$ cat src/rtl/cs_seq_pkg.sv
// ============================================================================
// Module   : cs_seq_pkg
// Brief    : Shared types and constants for the chip-select sequencer.
// Revision : 1.0
// ============================================================================
`default_nettype none

package cs_seq_pkg;

    typedef enum logic [1:0] {
        ST_IDLE   = 2'd0,
        ST_SETUP  = 2'd1,
        ST_ACTIVE = 2'd2,
        ST_HOLD   = 2'd3
    } state_e;

    localparam logic [1:0] ADDR_CTRL   = 2'd0;
    localparam logic [1:0] ADDR_SETUP  = 2'd1;
    localparam logic [1:0] ADDR_ACTIVE = 2'd2;
    localparam logic [1:0] ADDR_HOLD   = 2'd3;

    localparam int CTRL_START   = 0;
    localparam int CTRL_MAN_EN  = 1;
    localparam int CTRL_MAN_LVL = 2;
    localparam int CTRL_IRQ_CLR = 5;

    localparam int STAT_BUSY    = 0;
    localparam int STAT_MAN_EN  = 1;
    localparam int STAT_CS      = 2;
    localparam int STAT_OWNER   = 3;
    localparam int STAT_SW_PEND = 4;
    localparam int STAT_IRQ     = 5;

    localparam logic OWNER_SW = 1'b0;
    localparam logic OWNER_HW = 1'b1;

endpackage

`default_nettype wire

$ cat src/rtl/cs_seq_if.sv
// ============================================================================
// Module   : cs_seq_if
// Brief    : Avalon-MM slave bus plus hardware request/ack handshake.
// Revision : 1.0
// ============================================================================
`default_nettype none

interface cs_seq_if #(
    parameter int DATA_W = 16
);
    logic [1:0]        address;
    logic              chipselect;
    logic              write_n;
    logic [DATA_W-1:0] writedata;
    logic [DATA_W-1:0] readdata;
    logic              hw_req;
    logic              hw_ack;

    modport slave (
        input  address, chipselect, write_n, writedata, hw_req,
        output readdata, hw_ack
    );

    modport master (
        output address, chipselect, write_n, writedata, hw_req,
        input  readdata, hw_ack
    );
endinterface

`default_nettype wire

$ cat src/rtl/cs_phase_timer.sv
// ============================================================================
// Module   : cs_phase_timer
// Brief    : Loadable down-counter; zero flags the last cycle of a phase.
// Revision : 1.0
// ============================================================================
`default_nettype none

module cs_phase_timer #(
    parameter int CNT_W = 8
) (
    input  wire             clk,
    input  wire             reset_n,
    input  wire             load,
    input  wire [CNT_W-1:0] load_val,
    output logic            zero
);

    logic [CNT_W-1:0] cnt_q, cnt_d;

    always_comb begin
        cnt_d = cnt_q;
        if (load) begin
            cnt_d = load_val;
        end else if (cnt_q != '0) begin
            cnt_d = cnt_q - CNT_W'(1);
        end
    end

    always_ff @(posedge clk or negedge reset_n) begin
        if (!reset_n) begin
            cnt_q <= '0;
        end else begin
            cnt_q <= cnt_d;
        end
    end

    assign zero = (cnt_q == '0);

endmodule

`default_nettype wire

$ cat src/rtl/cs_seq_ctrl.sv
// ============================================================================
// Module   : cs_seq_ctrl
// Brief    : Chip-select sequencer (SETUP/ACTIVE/HOLD) shared between software
//            and one hardware requester with round-robin arbitration.
//            Optional macro CS_IRQ_EN adds a completion interrupt output.
// Revision : 1.0
// ============================================================================
`default_nettype none

module cs_seq_ctrl
    import cs_seq_pkg::*;
#(
    parameter int DATA_W = 16,
    parameter int CNT_W  = 8
) (
    input  wire     clk,
    input  wire     reset_n,
    cs_seq_if.slave bus,
`ifdef CS_IRQ_EN
    output logic    irq,
`endif
    output logic    cs_n
);

    state_e           state_q, state_d;
    logic [CNT_W-1:0] setup_q, setup_d, active_q, active_d, hold_q, hold_d;
    logic [CNT_W-1:0] act_sh_q, act_sh_d, hold_sh_q, hold_sh_d;
    logic             man_en_q, man_en_d, man_lvl_q, man_lvl_d;
    logic             sw_pend_q, sw_pend_d, owner_q, owner_d;
    logic             last_owner_q, last_owner_d, cs_n_q, cs_n_d;

    logic             wr_en, ctrl_wr, start, sw_req, grant_sw, grant_hw, hold_done;
    logic             tmr_load, tmr_zero, irq_bit;
    logic [CNT_W-1:0] tmr_val;
    logic [DATA_W-1:0] rdata;
    logic             unused_wdata;

    assign wr_en     = bus.chipselect & ~bus.write_n;
    assign ctrl_wr   = wr_en && (bus.address == ADDR_CTRL);
    assign start     = ctrl_wr && bus.writedata[CTRL_START];
    assign sw_req    = sw_pend_q | start;
    assign hold_done = (state_q == ST_HOLD) && tmr_zero;
    assign unused_wdata = ^bus.writedata;

    always_comb begin
        setup_d   = setup_q;
        active_d  = active_q;
        hold_d    = hold_q;
        man_en_d  = man_en_q;
        man_lvl_d = man_lvl_q;
        if (wr_en) begin
            case (bus.address)
                ADDR_CTRL: begin
                    man_en_d  = bus.writedata[CTRL_MAN_EN];
                    man_lvl_d = bus.writedata[CTRL_MAN_LVL];
                end
                ADDR_SETUP:  setup_d  = bus.writedata[CNT_W-1:0];
                ADDR_ACTIVE: active_d = bus.writedata[CNT_W-1:0];
                ADDR_HOLD:   hold_d   = bus.writedata[CNT_W-1:0];
            endcase
        end
    end

    always_comb begin
        state_d      = state_q;
        owner_d      = owner_q;
        last_owner_d = last_owner_q;
        act_sh_d     = act_sh_q;
        hold_sh_d    = hold_sh_q;
        tmr_load     = 1'b0;
        tmr_val      = setup_q;
        grant_sw     = 1'b0;
        grant_hw     = 1'b0;
        case (state_q)
            ST_IDLE: begin
                if (!man_en_q) begin
                    // Contested: the side that did not own the last sequence wins
                    if (sw_req && bus.hw_req) begin
                        grant_sw = (last_owner_q == OWNER_HW);
                        grant_hw = ~grant_sw;
                    end else begin
                        grant_sw = sw_req;
                        grant_hw = bus.hw_req;
                    end
                end
                if (grant_sw || grant_hw) begin
                    state_d      = ST_SETUP;
                    owner_d      = grant_hw ? OWNER_HW : OWNER_SW;
                    last_owner_d = owner_d;
                    act_sh_d     = active_q;
                    hold_sh_d    = hold_q;
                    tmr_load     = 1'b1;
                    tmr_val      = setup_q;
                end
            end
            ST_SETUP: begin
                if (tmr_zero) begin
                    state_d  = ST_ACTIVE;
                    tmr_load = 1'b1;
                    tmr_val  = act_sh_q;
                end
            end
            ST_ACTIVE: begin
                if (tmr_zero) begin
                    state_d  = ST_HOLD;
                    tmr_load = 1'b1;
                    tmr_val  = hold_sh_q;
                end
            end
            ST_HOLD: begin
                if (tmr_zero) begin
                    state_d = ST_IDLE;
                end
            end
            default: state_d = ST_IDLE;
        endcase

        // A granted start is consumed; a start arriving alongside a granted pend re-pends
        sw_pend_d = grant_sw ? (sw_pend_q & start) : (sw_pend_q | start);

        if ((state_d == ST_IDLE) && man_en_d) begin
            cs_n_d = ~man_lvl_d;
        end else begin
            cs_n_d = (state_d != ST_ACTIVE);
        end
    end

    always_ff @(posedge clk or negedge reset_n) begin
        if (!reset_n) begin
            state_q      <= ST_IDLE;
            setup_q      <= '0;
            active_q     <= '0;
            hold_q       <= '0;
            act_sh_q     <= '0;
            hold_sh_q    <= '0;
            man_en_q     <= 1'b0;
            man_lvl_q    <= 1'b0;
            sw_pend_q    <= 1'b0;
            owner_q      <= OWNER_SW;
            last_owner_q <= OWNER_HW;
            cs_n_q       <= 1'b1;
        end else begin
            state_q      <= state_d;
            setup_q      <= setup_d;
            active_q     <= active_d;
            hold_q       <= hold_d;
            act_sh_q     <= act_sh_d;
            hold_sh_q    <= hold_sh_d;
            man_en_q     <= man_en_d;
            man_lvl_q    <= man_lvl_d;
            sw_pend_q    <= sw_pend_d;
            owner_q      <= owner_d;
            last_owner_q <= last_owner_d;
            cs_n_q       <= cs_n_d;
        end
    end

    cs_phase_timer #(.CNT_W(CNT_W)) u_timer (
        .clk      (clk),
        .reset_n  (reset_n),
        .load     (tmr_load),
        .load_val (tmr_val),
        .zero     (tmr_zero)
    );

`ifdef CS_IRQ_EN
    logic irq_flag_q, irq_flag_d;

    always_comb begin
        irq_flag_d = irq_flag_q;
        if (ctrl_wr && bus.writedata[CTRL_IRQ_CLR]) begin
            irq_flag_d = 1'b0;
        end
        if (hold_done && (owner_q == OWNER_SW)) begin
            irq_flag_d = 1'b1;
        end
    end

    always_ff @(posedge clk or negedge reset_n) begin
        if (!reset_n) begin
            irq_flag_q <= 1'b0;
        end else begin
            irq_flag_q <= irq_flag_d;
        end
    end

    assign irq     = irq_flag_q;
    assign irq_bit = irq_flag_q;
`else
    assign irq_bit = 1'b0;
`endif

    always_comb begin
        rdata = '0;
        case (bus.address)
            ADDR_CTRL: begin
                rdata[STAT_BUSY]    = (state_q != ST_IDLE);
                rdata[STAT_MAN_EN]  = man_en_q;
                rdata[STAT_CS]      = ~cs_n_q;
                rdata[STAT_OWNER]   = owner_q;
                rdata[STAT_SW_PEND] = sw_pend_q;
                rdata[STAT_IRQ]     = irq_bit;
            end
            ADDR_SETUP:  rdata[CNT_W-1:0] = setup_q;
            ADDR_ACTIVE: rdata[CNT_W-1:0] = active_q;
            ADDR_HOLD:   rdata[CNT_W-1:0] = hold_q;
        endcase
    end

    assign bus.readdata = rdata;
    assign bus.hw_ack   = hold_done && (owner_q == OWNER_HW);
    assign cs_n         = cs_n_q;

endmodule

`default_nettype wire

$ cat src/flat_wrapper.sv
// flat-port wrapper written by rule: the top's interface ports become plain ports
module cs_seq_ctrl_flat import cs_seq_pkg::*;
#(
    parameter int DATA_W = 16,
    parameter int CNT_W  = 8
)
  (clk, reset_n, cs_n, bus_address, bus_chipselect, bus_write_n, bus_writedata, bus_hw_req, bus_readdata, bus_hw_ack);
  cs_seq_if #(.DATA_W(DATA_W)) bus_i ();
  input  wire clk;
  input  wire reset_n;
  output logic cs_n;
  input wire logic [$bits(bus_i.address)-1:0] bus_address;
  input wire logic [$bits(bus_i.chipselect)-1:0] bus_chipselect;
  input wire logic [$bits(bus_i.write_n)-1:0] bus_write_n;
  input wire logic [$bits(bus_i.writedata)-1:0] bus_writedata;
  input wire logic [$bits(bus_i.hw_req)-1:0] bus_hw_req;
  output wire logic [$bits(bus_i.readdata)-1:0] bus_readdata;
  output wire logic [$bits(bus_i.hw_ack)-1:0] bus_hw_ack;
  assign bus_i.address = bus_address;
  assign bus_i.chipselect = bus_chipselect;
  assign bus_i.write_n = bus_write_n;
  assign bus_i.writedata = bus_writedata;
  assign bus_i.hw_req = bus_hw_req;
  assign bus_readdata = bus_i.readdata;
  assign bus_hw_ack = bus_i.hw_ack;
  cs_seq_ctrl #(.DATA_W(DATA_W), .CNT_W(CNT_W)) u_core (.clk(clk), .reset_n(reset_n), .bus(bus_i), .cs_n(cs_n));
endmodule
$ cat config.mk
export PLATFORM = sky130hd
export DESIGN_NAME = cs_seq_ctrl_flat
export DESIGN_NICKNAME = d
export VERILOG_FILES = /design/src/rtl/cs_seq_pkg.sv /design/src/rtl/cs_seq_if.sv /design/src/rtl/cs_phase_timer.sv /design/src/rtl/cs_seq_ctrl.sv /design/src/flat_wrapper.sv
export SDC_FILE = /design/constraint.sdc
export NUM_CORES = 1
export LEC_CHECK = 0
export CAP_MARGIN = 20
export CORE_MARGIN = 2
export CORE_UTILIZATION = 30
export CTS_BUF_LIST = sky130_fd_sc_hd__clkbuf_4
export DETAILED_ROUTE_END_ITERATION = 10
export HOLD_SLACK_MARGIN = 0.12
export PLACE_DENSITY = 0.46
export SLEW_MARGIN = 0
export SYNTH_ARGS = -nofsm -noshare
export SYNTH_HDL_FRONTEND = slang
export SYNTH_HIERARCHICAL = 1
export SYNTH_SLANG_ARGS = --single-unit
$ cat constraint.sdc
create_clock -name clk -period 7.2 [get_ports clk]
set_input_delay 1.8 -clock clk [delete_from_list [all_inputs] [get_ports clk]]
set_output_delay 1.8 -clock clk [all_outputs]
set_load 0.05 [all_outputs]
==> impl_metrics.tcl, run 1 <==
set metrics [dict create \
    status "finished clean" \
    die_area_um2 10570 \
    synth_common_cells "dfrtp_1 (54), mux2_2 (35), nand2_1 (19), o21ai_0 (15)" \
    setup_viol 0 \
    htreeDepth 2 \
    yosys.area.top_type_share_pct 46.11 \
    dp_hpwl_um 4653 \
    yosysWarningCount 6 \
    crit_type "in -> out" \
    setup_tns_ps 0 \
    drt_first_pass_iters 4 \
    powerDensity_nw_per_um2 345.4 \
    cts-root-buf "clkbuf_4" \
    fmax_mhz 167.2 \
    maxCapViolations 0 \
    regArea_um2 1404 \
    wl_um 6559 \
    synth_cells 247 \
    critical_path.max_fanout 12 \
    grt_pass1_wl_um 10840 \
    wl_per_cell_um 16.20 \
    initial_core_util_pct 30.40 \
    num_io_pins 41 \
    grt_usage_pct 13.79 \
    clock_path_buffers 2 \
    rsz0062_at_grt "no" \
    synth.area.top_cells "dfrtp_1 (46%), mux2_2 (13%), mux2_4 (4.6%)" \
    crit_required_ps 5400 \
    synth-main-ff-cell "dfrtp_1" \
    post_cts.repair.setup_buffers 0 \
    synth-edff-count 0 \
    hold_path.class "reg -> reg" \
    diodes 0 \
    start_kind "input pin" \
    die_x_um 102.8 \
    num_rows 36 \
    syn_area_per_cell_um2 11.86 \
    antenna_found_initial 0 \
    min_period_ps 5980 \
    cts_made_buffers 5 \
    cts_tree "yes" \
    min_period_over_period_pct 83.05 \
    slew_violations 0 \
    num-fill-cells 1021 \
    clock-sinks 56 \
    worstSetupEndpointType "primary output" \
    worst_pin_slew_ps 742.1 \
    synth_most_common_cell "dfrtp_1" \
    grt_pass1_vias 1891 \
    post-route-drc-count 0 \
    fp.coreArea_um2 9639 \
    drtIter0Drc 73 \
    drive_above_1_share_pct 24.26 \
    netlist_area_um2 2930 \
    grt_max_degree 57 \
    grt_overflow_total 0 \
    fp.dieH_um 102.8 \
    final_nets 300 \
    io_buffer_count 24 \
    place.gp.congestion 0.7475 \
    synth_seq_cells 56 \
    slew_headroom_pct 50.52 \
    p_leak_nw 1.396 \
    ir_drop_uv 104.8 \
    async_reset_ff_share_pct 100.0 \
    via_per_inst 4.788 \
    drt.antenna.violating_nets 0 \
    ys_seq_area_share_pct 47.91 \
    multi_input_area_um2 1411 \
    hold_viol_final 0 \
    placed_cells 397 \
    clk-insertion-delay-late_ps 390 \
    clock_skew_ps 22.94 \
    synth_top_cell_by_area "dfrtp_1" \
    path_clk_slew_ps 150 \
    holdBufCountCts 0 \
    finalNonFillerCells 405 \
    synth_cell_types 54 \
    cts-resized-gates 0 \
    syn_to_final_growth_pct 13.36 \
    arrival_ps 4180 \
    vias 1939 \
]
-- cell families after synthesis --
kind of cell,after synthesis,share of synthesized area [%]
compound gates,53,12.21
flops,56,47.91
fa+ha+maj,6,2.562
mux,49,21.90
other cells,1,0.1280
simple gates,56,10.16
xor+xnor,1,0.2989
buf+inv,25,4.825
-- worst paths after layout --
check	startpoint	to	slack (ps)	depth (start not counted)
min in group asynchronous	reset_n	u_core/hold_q[1]$_DFFE_PN0P_	1540	2
min reg2reg	u_core/man_lvl_q$_DFF_PN0_	u_core/man_lvl_q$_DFF_PN0_	530	1
max reg2reg	u_core/u_timer/cnt_q[0]$_DFFE_PN0P_	u_core/u_timer/cnt_q[5]$_DFFE_PN0P_	4210	9
max	bus_address[0]	bus_readdata[5]	1220	4
max in group asynchronous	reset_n	u_core/act_sh_q[1]$_DFFE_PN0P_	5170	2
min	u_core/man_lvl_q$_DFF_PN0_	u_core/man_lvl_q$_DFF_PN0_	530	1
-- final cells by class --
cell class	count	share of cell area, %
Clock buffer	5	1.130
Clock inverter	3	0.5650
Inverter	9	1.017
Multi-Input combinational cell	173	42.49
Sequential cell	56	42.26
Tap cell	133	5.009
Timing Repair Buffer	26	7.533
-- layout by cell type, fill, tap and decap left out, drive strengths merged, types with 2 or more instances in the layout --
| cell | synthesis | routed |
|---|---|---|
| conb | 1 | 8 |
| nor3 | 4 | 4 |
| nand2b | 2 | 2 |
| clkbuf | 3 | 5 |
| a31oi | 3 | 3 |
| nand3 | 6 | 6 |
| a32o | 2 | 2 |
| o21ai | 16 | 16 |
| a22o | 3 | 3 |
| nor2 | 10 | 10 |
| buf | 12 | 3 |
| a22oi | 8 | 8 |
| nor4 | 2 | 2 |
| or4 | 2 | 2 |
| clkinv | 0 | 3 |
| dfstp | 2 | 2 |
| o31ai | 3 | 3 |
| and2 | 2 | 2 |
| inv | 9 | 9 |
| clkdlybuf4s50 | 0 | 23 |
| mux2 | 44 | 44 |
| mux4 | 5 | 5 |
| ha | 6 | 6 |
| nand2 | 20 | 20 |
| dfrtp | 54 | 54 |
| a21oi | 6 | 6 |
-- state kept, by name, indices dropped and copies added (netlist names) --
register	count
u_core/act_sh_q	8
u_core/active_q	8
u_core/hold_q	8
u_core/hold_sh_q	8
u_core/setup_q	8
u_core/u_timer/cnt_q	8
u_core/state_q	2
u_core/cs_n	1
u_core/last_owner_q	1
u_core/man_en_q	1
u_core/man_lvl_q	1
u_core/owner_q	1
u_core/sw_pend_q	1
-- worst max-delay path, cell delays in order --
cell	delay (ps)
clkdlybuf4s50_1	940
nor2b_1	420
a22o_1	210
clkdlybuf4s50_1	800
-- metal layers --
metal	up-vias	routed length (µm)	global-route usage (%)
met5	-	0	0
met4	0	71	3.340
met3	6	155	2.644
met2	28	3129	22.17
met1	961	3202	19.32
li1	944	-	-
-- power breakdown --
part | leakage [nW] | switching [mW] | internal (mW)
clock network | 0.0349 | 0.104 | 0.0379
logic | 0.688 | 0.254 | 0.231
registers | 0.673 | 0.0933 | 0.428
total | 1.40 | 0.451 | 0.697
-- per-stage QoR --
| stage | hold slack [ps] | util [%] | worst slack (ps) | power [mW] | area, µm² |
|---|---|---|---|---|---|
| CTS | 533.3 | 34.46 | 1196 | 1.158 | 3322 |
| global placement | 490.8 | 33.88 | 1207 | 1.009 | 3266 |
| detailed placement | 498.8 | 33.88 | 1196 | 1.017 | 3266 |
| finish | 532.0 | 34.46 | 1220 | 1.148 | 3322 |
| floorplan | 475.9 | - | 2636 | 0.8833 | 2957 |
| global route | 543.8 | 34.46 | 1051 | 1.240 | 3322 |
Note: power is estimated with default switching activity, not from simulation.
==> run 2: changes to the inputs <==
--- a/config.mk
+++ b/config.mk
@@ -11,7 +11,7 @@
 export CTS_BUF_LIST = sky130_fd_sc_hd__clkbuf_4
 export DETAILED_ROUTE_END_ITERATION = 10
 export HOLD_SLACK_MARGIN = 0.12
-export PLACE_DENSITY = 0.46
+export PLACE_DENSITY = 0.48
 export SLEW_MARGIN = 0
 export SYNTH_ARGS = -nofsm -noshare
 export SYNTH_HDL_FRONTEND = slang
==> constraint.sdc (replaced) <==
create_clock -name clk -period 4.82 [get_ports clk]
set_input_delay 1.205 -clock clk [delete_from_list [all_inputs] [get_ports clk]]
set_output_delay 1.205 -clock clk [all_outputs]
set_load 0.05 [all_outputs]
==> impl_metrics.tcl, run 2 (same netlist as run 1, synthesis figures left out) <==
set metrics [dict create \
    worst_pin_slew_ps 693.5 \
    num_io_pins 41 \
    drive_above_1_share_pct 28.26 \
    die_x_um 102.8 \
    clock_path_buffers 2 \
    cts-resized-gates 0 \
    final_nets 304 \
    rsz0062_at_grt "no" \
    fin_area_um2 3359 \
    htreeDepth 2 \
    startpoint "bus_address[0]" \
    diodes 0 \
    slew_violations 0 \
    fp.dieH_um 102.8 \
    fp.coreArea_um2 9639 \
    clock-sinks 56 \
    min_period_ps 4149 \
    num_rows 36 \
    post-route-drc-count 0 \
    cts-root-buf "clkbuf_4" \
    vias 1986 \
    antenna_found_initial 0 \
    holdWs_ps 533.3 \
    power_mw 1.764 \
    placed_cells 401 \
    crit_required_ps 3620 \
    powerDensity_nw_per_um2 525.0 \
    setup_viol 0 \
    via_per_inst 4.856 \
    grt_pass1_vias 1947 \
    io_buffer_count 24 \
    slew_headroom_pct 53.62 \
    min_to "u_core/act_sh_q[7]$_DFFE_PN0P_" \
    place.gp.congestion 0.7543 \
    worstSetupEndpointType "primary output" \
    die_area_um2 10570 \
    path_clk_slew_ps 160 \
    layout_common_cells "dfrtp_1 (54), mux2_2 (35), nand2_1 (19), clkdlybuf4s50_1 (15), o21ai_0 (15)" \
    post_cts.repair.setup_buffers 0 \
    ir_drop_uv 218.3 \
    fmax_mhz 241.0 \
    min_period_over_period_pct 86.08 \
    initial_core_util_pct 30.40 \
    layout_commonest_cell "dfrtp_1" \
    finalNonFillerCells 409 \
    critical_path.max_fanout 11 \
    crit_type "in -> out" \
    p_leak_nw 1.438 \
    hold_start "u_core/act_sh_q[7]$_DFFE_PN0P_" \
    setup_tns_ps 0 \
    grt_usage_pct 13.33 \
    reg2reg_depth 10 \
    grt_overflow_total 0 \
    rrSetupSlack_ps 2180 \
    syn_to_final_growth_pct 14.65 \
    start_kind "input pin" \
    hold_path.class "reg -> reg" \
    maxCapViolations 0 \
    wl_um 6450 \
    hold_viol_final 0 \
    status "finished clean" \
    drt_first_pass_iters 4 \
    arrival_ps 2940 \
    grt_pass1_wl_um 10680 \
    hold_depth 1 \
    clk-insertion-delay-late_ps 380 \
    clock_skew_ps 16.40 \
    drtIter0Drc 153 \
    cts_made_buffers 5 \
    drt.antenna.violating_nets 0 \
    cts_tree "yes" \
    wl_per_cell_um 15.77 \
    holdBufCountCts 0 \
    r2r-start "u_core/u_timer/cnt_q[0]$_DFFE_PN0P_" \
    placed_cell_area_um2 3276 \
    r2r_end "u_core/u_timer/cnt_q[5]$_DFFE_PN0P_" \
    grt_max_degree 32 \
    dp_hpwl_um 4601 \
]
## run 2: cell count changes in the layout (fill, tap and decap cells not counted), sizes merged
cell,before,now
buf,3,15
clkbuf,5,6
clkdlybuf4s50,23,15
inv,9,10
bufinv,0,1
clkinv,3,0
## run 2: critical path, stage by stage
cell	delay [ps]
clkdlybuf4s50_1	920
mux2_2	400
a22o_1	230
buf_4	190
## run 2: power by group
group,internal [mW],leakage (nW),switching [mW]
Combinational,0.340,0.719,0.380
Clock,0.117,0.0463,0.148
Sequential,0.639,0.673,0.138
## run 2: worst max path at each step
stage / end / slack (ps) / cells past startpoint
6_report: bus_readdata[6] / 670 / 4
5_1_grt: bus_hw_ack / 470 / 7
3_3_place_gp: bus_readdata[6] / 680 / 4
2_1_floorplan: bus_readdata[6] / 1450 / 3
3_5_place_dp: bus_readdata[6] / 670 / 4
4_1_cts: bus_hw_ack / 640 / 7
## run 2: per-stage QoR
step | utilization, % | worst slack, ps
2_1_floorplan | - | 1446
5_1_grt | 34.85 | 471.1
3_5_place_dp | 33.98 | 666.1
3_3_place_gp | 33.98 | 677.5
4_1_cts | 34.85 | 638.3
6_report | 34.85 | 671.0
## run 2: final cells by class
type | count | area, µm²
well taps | 133 | 166.4
flip-flops and latches | 56 | 1404
fillers | 988 | 6280
clock inverters | 2 | 38.79
repair buffers | 30 | 260.3
multi-input cells | 173 | 1411
clock buffers | 6 | 45.04
inverters | 9 | 33.78
## run 2: metal layers
metal / wire length [µm] / GRT usage, %
met1: 3090 / 19.15
met2: 3102 / 21.42
met3: 218 / 2.169
met4: 37 / 2.733
met5: 0 / 0
